[src/rtl/replicacao_pixel.sv]
// replicacao_pixel: zoom-in by pixel replication, streaming a source ROM into a destination RAM.
// Each source pixel costs two ROM wait cycles plus one write per replicated destination pixel.
module replicacao_pixel #(
   parameter int LARGURA_ORIG = 160,
   parameter int ALTURA_ORIG  = 120
) (
   input  logic        clk,
   input  logic        rst,
   input  logic        start,
   input  logic [1:0]  zoom_select,
   input  logic [7:0]  pixel_in,
   output logic [14:0] rom_addr,
   output logic [18:0] ram_addr,
   output logic [7:0]  pixel_out,
   output logic        wren,
   output logic        busy,
   output logic        done
);
   localparam int CW = LARGURA_ORIG > 1 ? $clog2(LARGURA_ORIG) : 1;
   localparam int RW = ALTURA_ORIG > 1 ? $clog2(ALTURA_ORIG) : 1;
   typedef enum logic [1:0] {IDLE, ESPERA, ESCRITA, FINAL} state_t;
   state_t state;
   logic [1:0] lg, dx, dy, em;
   logic [CW-1:0] c;
   logic [RW-1:0] r;
   logic w, last_col, last_pix;
   // escala is always a power of two, so it is held as its log2
   assign em = 2'((3'd1 << lg) - 3'd1);
   assign last_col = c == CW'(LARGURA_ORIG - 1);
   assign last_pix = last_col && r == RW'(ALTURA_ORIG - 1);
   function automatic logic [18:0] addr(input logic [RW-1:0] rr, input logic [CW-1:0] cc,
                                        input logic [1:0] yy, input logic [1:0] sh);
      return ((19'(rr) << sh) + 19'(yy)) * (19'(LARGURA_ORIG) << sh) + (19'(cc) << sh);
   endfunction
   always_ff @(posedge clk) begin
      if (!rst) begin
         state     <= IDLE;
         rom_addr  <= '0;
         ram_addr  <= '0;
         pixel_out <= '0;
         wren      <= 1'b0;
         busy      <= 1'b0;
         done      <= 1'b0;
         lg        <= '0;
         r         <= '0;
         c         <= '0;
         dx        <= '0;
         dy        <= '0;
         w         <= 1'b0;
      end else begin
         unique case (state)
            IDLE: begin
               wren <= 1'b0;
               busy <= 1'b0;
               if (start) begin
                  lg       <= zoom_select[1] ? 2'd2 : {1'b0, zoom_select[0]};
                  r        <= '0;
                  c        <= '0;
                  dx       <= '0;
                  dy       <= '0;
                  w        <= 1'b0;
                  rom_addr <= '0;
                  done     <= 1'b0;
                  busy     <= 1'b1;
                  state    <= ESPERA;
               end
            end
            ESPERA: begin
               w <= ~w;
               if (w) begin
                  pixel_out <= pixel_in;
                  ram_addr  <= addr(r, c, 2'd0, lg);
                  wren      <= 1'b1;
                  state     <= ESCRITA;
               end
            end
            ESCRITA: begin
               if (dx != em) begin
                  dx       <= dx + 2'd1;
                  ram_addr <= ram_addr + 19'd1;
               end else if (dy != em) begin
                  dx       <= '0;
                  dy       <= dy + 2'd1;
                  ram_addr <= addr(r, c, dy + 2'd1, lg);
               end else begin
                  dx   <= '0;
                  dy   <= '0;
                  wren <= 1'b0;
                  if (last_pix) state <= FINAL;
                  else begin
                     state    <= ESPERA;
                     rom_addr <= rom_addr + 15'd1;
                     c        <= last_col ? '0 : c + CW'(1);
                     r        <= last_col ? r + RW'(1) : r;
                  end
               end
            end
            FINAL: begin
               wren  <= 1'b0;
               done  <= 1'b1;
               busy  <= 1'b0;
               state <= IDLE;
            end
         endcase
      end
   end
endmodule
[config.mk]
export PLATFORM = sky130hd
export DESIGN_NAME = replicacao_pixel
export DESIGN_NICKNAME = d
export VERILOG_FILES = /design/src/rtl/replicacao_pixel.sv
export SDC_FILE = /design/constraint.sdc
export NUM_CORES = 1
export LEC_CHECK = 0
export ABC_AREA = 0
export ABC_CLOCK_PERIOD_IN_PS = 7200
export CAP_MARGIN = 10
export CORE_MARGIN = 4
export CORE_UTILIZATION = 25
export CTS_CLUSTER_SIZE = 12
export DETAILED_ROUTE_END_ITERATION = 8
export PLACE_DENSITY = 0.39
export SYNTH_ARGS = -nofsm -noshare
export SYNTH_HDL_FRONTEND = slang
export SYNTH_SLANG_ARGS = --single-unit
[constraint.sdc]
create_clock -name clk -period 7.2 [get_ports clk]
set_input_delay 0.72 -clock clk [delete_from_list [all_inputs] [get_ports clk]]
set_output_delay 0.72 -clock clk [all_outputs]
set_load 0.03 [all_outputs]
* After elaboration in Yosys (flattened, before gate mapping)
Index checks and enable logic that the tools add are counted. Widths: inputs -> output; s select.
Storage, ports and cells: register bits after elaboration 69, output and inout port bits 45
Cells by class: $add $sub $neg 10, multiply operators 2, equality and inequality tests 14, shift operators 4, mux-type cells 43, bitwise gates (word level) 1, reductions and logical operators 18
Operator list (count):
- $mux 15 | 4
- $mux 19 | 3
- $mux 8 | 5
- $add 19x19->19 | 2
- $mul 19x19->19 | 2
- $pmux 19 s2 | 1
- $mux 7 | 5
- $pmux 15 s2 | 1
- $mux 2 | 10
- $add 19x1->19 const B | 1
- $add 19x2->19 | 1
- $shl 7x2->19 | 1
- $shl 8x2->19 | 1
- $shl 8x2->19 const A | 1
- $pmux 8 s2 | 1
- $add 15x1->15 const B | 1
- $pmux 7 s2 | 1
- $ne 2x2->1 const B | 6
- $reduce_and 2->1 | 5
- $reduce_and 3->1 | 3
- $add 8x1->8 const B | 1
- $eq 8x8->1 const B | 1
- $pmux 2 s2 | 2
- $pmux 2 s4 | 1
- other kinds (20) | 32

* Depth between registers and ports, before layout
depth after elaboration 7, depth in mapped cells 29, mapped depth without buffers 26

* Worst setup path after synthesis
No wires, ideal clock.
path type register -> register, from register lg[1], to register ram_addr[18], data arrival time 6.974 ns, required time 7.081 ns, slack 0.107 ns, cell stages (with the launch flop) 29, clock period less this slack 7.093 ns, path through dfxtp_1 -> buf_2 -> clkbuf_1 -> clkbuf_1 -> buf_1 -> nor2_1 -> ha_1 -> a21o_1 -> nand3_1 -> xor2_1 -> nor3_1 -> nor2_1 -> fa_1 -> inv_1 -> fa_1 -> ha_1 -> ha_1 -> inv_1 -> fa_1 -> inv_1 -> fa_1 -> ha_1 -> ha_1 -> and3_1 -> a311oi_1 -> o21ai_0 -> xnor2_1 -> o22ai_1 -> o221a_2
On the way: longest elaborated chain between the ends 7
Ends and longest elaborated chain:
- from (decl) | line 23 | logic [1:0] lg, dx, dy, em;
- from (signal assigned) | line 56 | lg <= zoom_select[1] ? 2'd2 : {1'b0, zoom_select[0]};
- $shl 7x2->19 | line 33 | return ((19'(rr) << sh) + 19'(yy)) * (19'(LARGURA_ORIG) << sh) + (19'(cc) << sh);
- $add 19x2->19 | line 33
- $mul 19x19->19 | line 33
- $add 19x19->19 | line 33
- $mux 19 | line 81 | end else if (dy != em) begin
- $mux 19 | line 78 | if (dx != em) begin
- $pmux 19 s2 | line 51 | unique case (state)
- to (signal assigned) | line 72 | ram_addr <= addr(r, c, 2'd0, lg);
- to (signal assigned) | line 80 | ram_addr <= ram_addr + 19'd1;
- to (signal assigned) | line 84 | ram_addr <= addr(r, c, dy + 2'd1, lg);
- to (decl) | line 13 | output logic [18:0] ram_addr,
Parallel ways exist; a longest one is shown, timed or not. The select of a mux whose other input is x is not followed. A chain may end at the register's enable or synchronous reset.

* Worst setup path after layout
from register lg[0], to register ram_addr[18]
The elaborated chain is that of the path after synthesis.

==> results.py <==
metrics = {
    "outcome": {
        "status": "finished clean",
    },
    "routing": {
        "vias": 7253,
        "dr.pass1.iters": 4,
        "drt-total-wl_um": 25200,
        "drc_errors": 0,
        "wl_per_cell_um": 16.1,
        "final_antenna_net_count": 0,
        "via_per_inst": 4.64,
        "drtIter0Drc": 263,
    },
    "power": {
        "p_clk_frac": 0.304,
        "powerDensity_nw_per_um2": 140,
        "power_leakage_uw": 0.00483,
        "netSwitchingPower_uw": 555,
        "seqPwrFrac": 0.315,
        "internal-power_uw": 895,
        "peakVddDrop_uv": 102,
        "p_comb_frac": 0.381,
        "switching_share": 0.383,
    },
    "setup_path": {
        "start_kind": "flip-flop",
        "path_class": "reg2reg",
        "startpoint": "lg[0]",
        "max_stage_delay_ns": 0.52,
        "worstPathRequired_ns": 7.49,
        "crit_arrival_ns": 7.12,
        "critPathTopFamily": "adder cells",
        "cp_num_buf_inv": 1,
        "r2r_start": "lg[0]",
        "path_max_fanout": 29,
        "critical_path.endpoint_type": "flip-flop",
        "crit_chain": "buf_6, mux2_2, a32o_1, and3_1, nand2_1, xor2_1, nor2_1, fa_1, fa_1, ha_1, ha_1, fa_1, fa_1, ha_1, ha_1, a21o_1, a21oi_1, o31ai_1, a31oi_1, xnor3_1, o22ai_1, o221a_2",
        "slowest_stage": "fa_1",
    },
    "synthesis": {
        "synthMuxAreaShare": 0.0270,
        "yosys_warnings": 0,
        "yosysSeqAreaShare": 0.155,
        "synth_ff_type": "dfxtp_1",
        "ys_types": 67,
        "syn-cell-area_um2": 8900,
        "synth_edf_count": 0,
        "synth_xor_area_frac": 0.0763,
        "synth_top_family_by_area": "adder cells",
        "yosys.area_share.simple": 0.181,
        "synthAdderAreaFrac": 0.362,
        "async_flop_share": 0,
        "post_synth_inst_count": 1048,
        "ys_ff_latch": 69,
        "synth_compound_area_frac": 0.125,
        "avgSynthCellArea_um2": 8.49,
    },
    "cts": {
        "htreeDepth": 3,
        "cts_buffer_depth": 2,
        "cts_tree": "done",
        "cts_setup_buffers": 0,
        "cts-root-buf": "clkbuf_16",
        "cts_resized": 0,
        "clk_pin_slew_ns": 0.06,
        "cts_inserted_buffers": 9,
        "cts.sink_count": 69,
        "hold_buffers": 0,
        "clk-insertion-delay-late_ns": 0.34,
    },
    "floorplan": {
        "die_area_um2": 38700,
        "die_w_um": 197,
        "start_util": 0.256,
        "die_h_um": 197,
        "pin_count": 58,
        "row_count": 68,
        "core_area_um2": 34800,
    },
    "placement": {
        "gp_congestion": 0.777,
        "dp_hpwl_um": 20500,
        "placed_cell_area_um2": 10100,
        "port_buffers": 57,
    },
    "sta": {
        "hold_viol_final": 0,
        "slew_headroom": 0.400,
        "rsz0062_at_grt": "false",
        "whs_ns": 0.454,
        "worstMarginPinSlew_ns": 0.899,
        "post-route-period-util": 0.949,
        "setup-tns-final_ns": 0,
        "period_needed_ns": 6.83,
        "finClkSkew_ns": 0.00442,
        "drv_slew": 0,
        "fmax_ghz": 0.146,
        "setup_viol": 0,
    },
    "grt": {
        "met2_usage": 0.227,
        "antenna_found_initial": 0,
        "grtUsageTotal": 0.131,
        "grt_busiest_layer": "met2",
        "grt_pass1_vias": 7443,
        "grt_util_met3": 0.0168,
        "overflow": 0,
        "grtUsageMet1": 0.178,
        "grt_pass1_wl_um": 40900,
        "grt_start_max_net_pins": 56,
    },
    "final_layout": {
        "area_delta_synth_final_pct": 16.3,
        "fin_area_um2": 10400,
        "final_util": 0.298,
        "drive_above_1_share": 0.0515,
        "antennaDiodeCount": 0,
        "final_nets": 1334,
    },
    "job": {
        "drv_cap": 0,
    },
    "hold_path": {
        "min_path_type": "reg2reg",
        "hold_start": "pixel_out[5]",
    },
}
cells in the final DEF, fill, tap and decap left out, drive strengths merged, types with 35 or more instances in the layout:
cell	synthesis	routed
nand3	35	35
nand2	63	63
ha	149	149
nor2	95	95
dfxtp	69	69
o21ai	43	43
fa	68	68
a21oi	59	59
inv	115	115
clkdlybuf4s50	0	57
xnor2	42	42
worst paths after layout:
| path | end | slack, ns | cells past startpoint |
|---|---|---|---|
| max | ram_addr[18] | 0.37 | 22 |
| min | pixel_out[5] | 0.45 | 2 |
| max reg2reg | ram_addr[18] | 0.37 | 22 |
| min reg2reg | pixel_out[5] | 0.45 | 2 |
cell usage after synthesis, types with 4 or more instances:
cell type	instances	area share
ha_1	149	0.21
nor3_1	25	0.014
o21bai_1	5	0.0042
nand2b_1	7	0.0049
o21ai_0	42	0.024
or3_1	6	0.0042
mux2_2	6	0.0076
dfxtp_1	69	0.16
buf_2	4	0.0022
and3_1	32	0.022
inv_1	115	0.048
nand2_1	63	0.027
o211ai_1	7	0.0059
nor2b_1	9	0.0063
a21oi_1	59	0.033
buf_1	5	0.0021
nor2_1	95	0.040
o21a_1	10	0.0084
clkbuf_1	36	0.015
mux2i_1	15	0.017
xnor2_1	42	0.041
o31ai_1	4	0.0034
xor2_1	33	0.032
a211oi_1	8	0.0067
fa_1	68	0.15
and2_1	19	0.013
nand3_1	33	0.019
and4_1	7	0.0069
nand4_1	10	0.0070
a31oi_1	5	0.0035
a21o_1	7	0.0059
state kept, by name, summed over array words and instances, names as in the netlist:
signal     count
ram_addr      19
rom_addr      15
c              8
pixel_out      8
r              7
dx             2
dy             2
lg             2
state          2
busy           1
done           1
w              1
wren           1
worst register-to-register path: stages (launching register included):
cell	delay (ns)
dfxtp_2	0.36
buf_6	0.24
mux2_2	0.37
a32o_1	0.29
and3_1	0.21
nand2_1	0.09
xor2_1	0.41
nor2_1	0.12
fa_1	0.50
fa_1	0.50
ha_1	0.30
ha_1	0.32
fa_1	0.52
fa_1	0.51
ha_1	0.31
ha_1	0.39
a21o_1	0.19
a21oi_1	0.20
o31ai_1	0.14
a31oi_1	0.22
xnor3_1	0.25
o22ai_1	0.15
o221a_2	0.19
power by group through the flow:
stage	combinational, uW	sequential (uW)	clock, uW
after global placement	564	466	0
final	552	457	441
after detailed placement	562	465	0
after global routing	618	463	474
after CTS	566	457	458
after floorplan	333	500	0
layer usage:
layer	wire length [um]	vias up
met4	199	0
met1	12100	3490
met5	0	-
met3	645	17
li1	-	3665
met2	12300	81
cells by family (layout without fill, tap and decap cells):
logic type,Yosys count,count (layout)
buf+inv,166,208
fa+ha+maj,217,217
flops,69,69
simple gates,322,322
xor+xnor,76,76
mux,22,22
compound gates,174,174
other cells,2,19
per-stage QoR:
stage	total power (uW)	std cells	worst slack, ns
3_3_place_gp	1030	1548	0.349
3_5_place_dp	1030	1548	0.301
2_1_floorplan	833	1065	0.107
4_1_cts	1480	1562	0.285
5_1_grt	1550	1562	0.0353
6_report	1450	1562	0.367
area by class of cell:
cell class / instances / area (um^2)
fillers: 3788 / 24400
well taps: 455 / 569
inverters: 118 / 447
clock buffers: 12 / 246
multi-input cells: 830 / 6950
flip-flops and latches: 69 / 1380
repair buffers: 76 / 729
clock inverters: 2 / 35.0
Power figures use the tool's default switching activity.
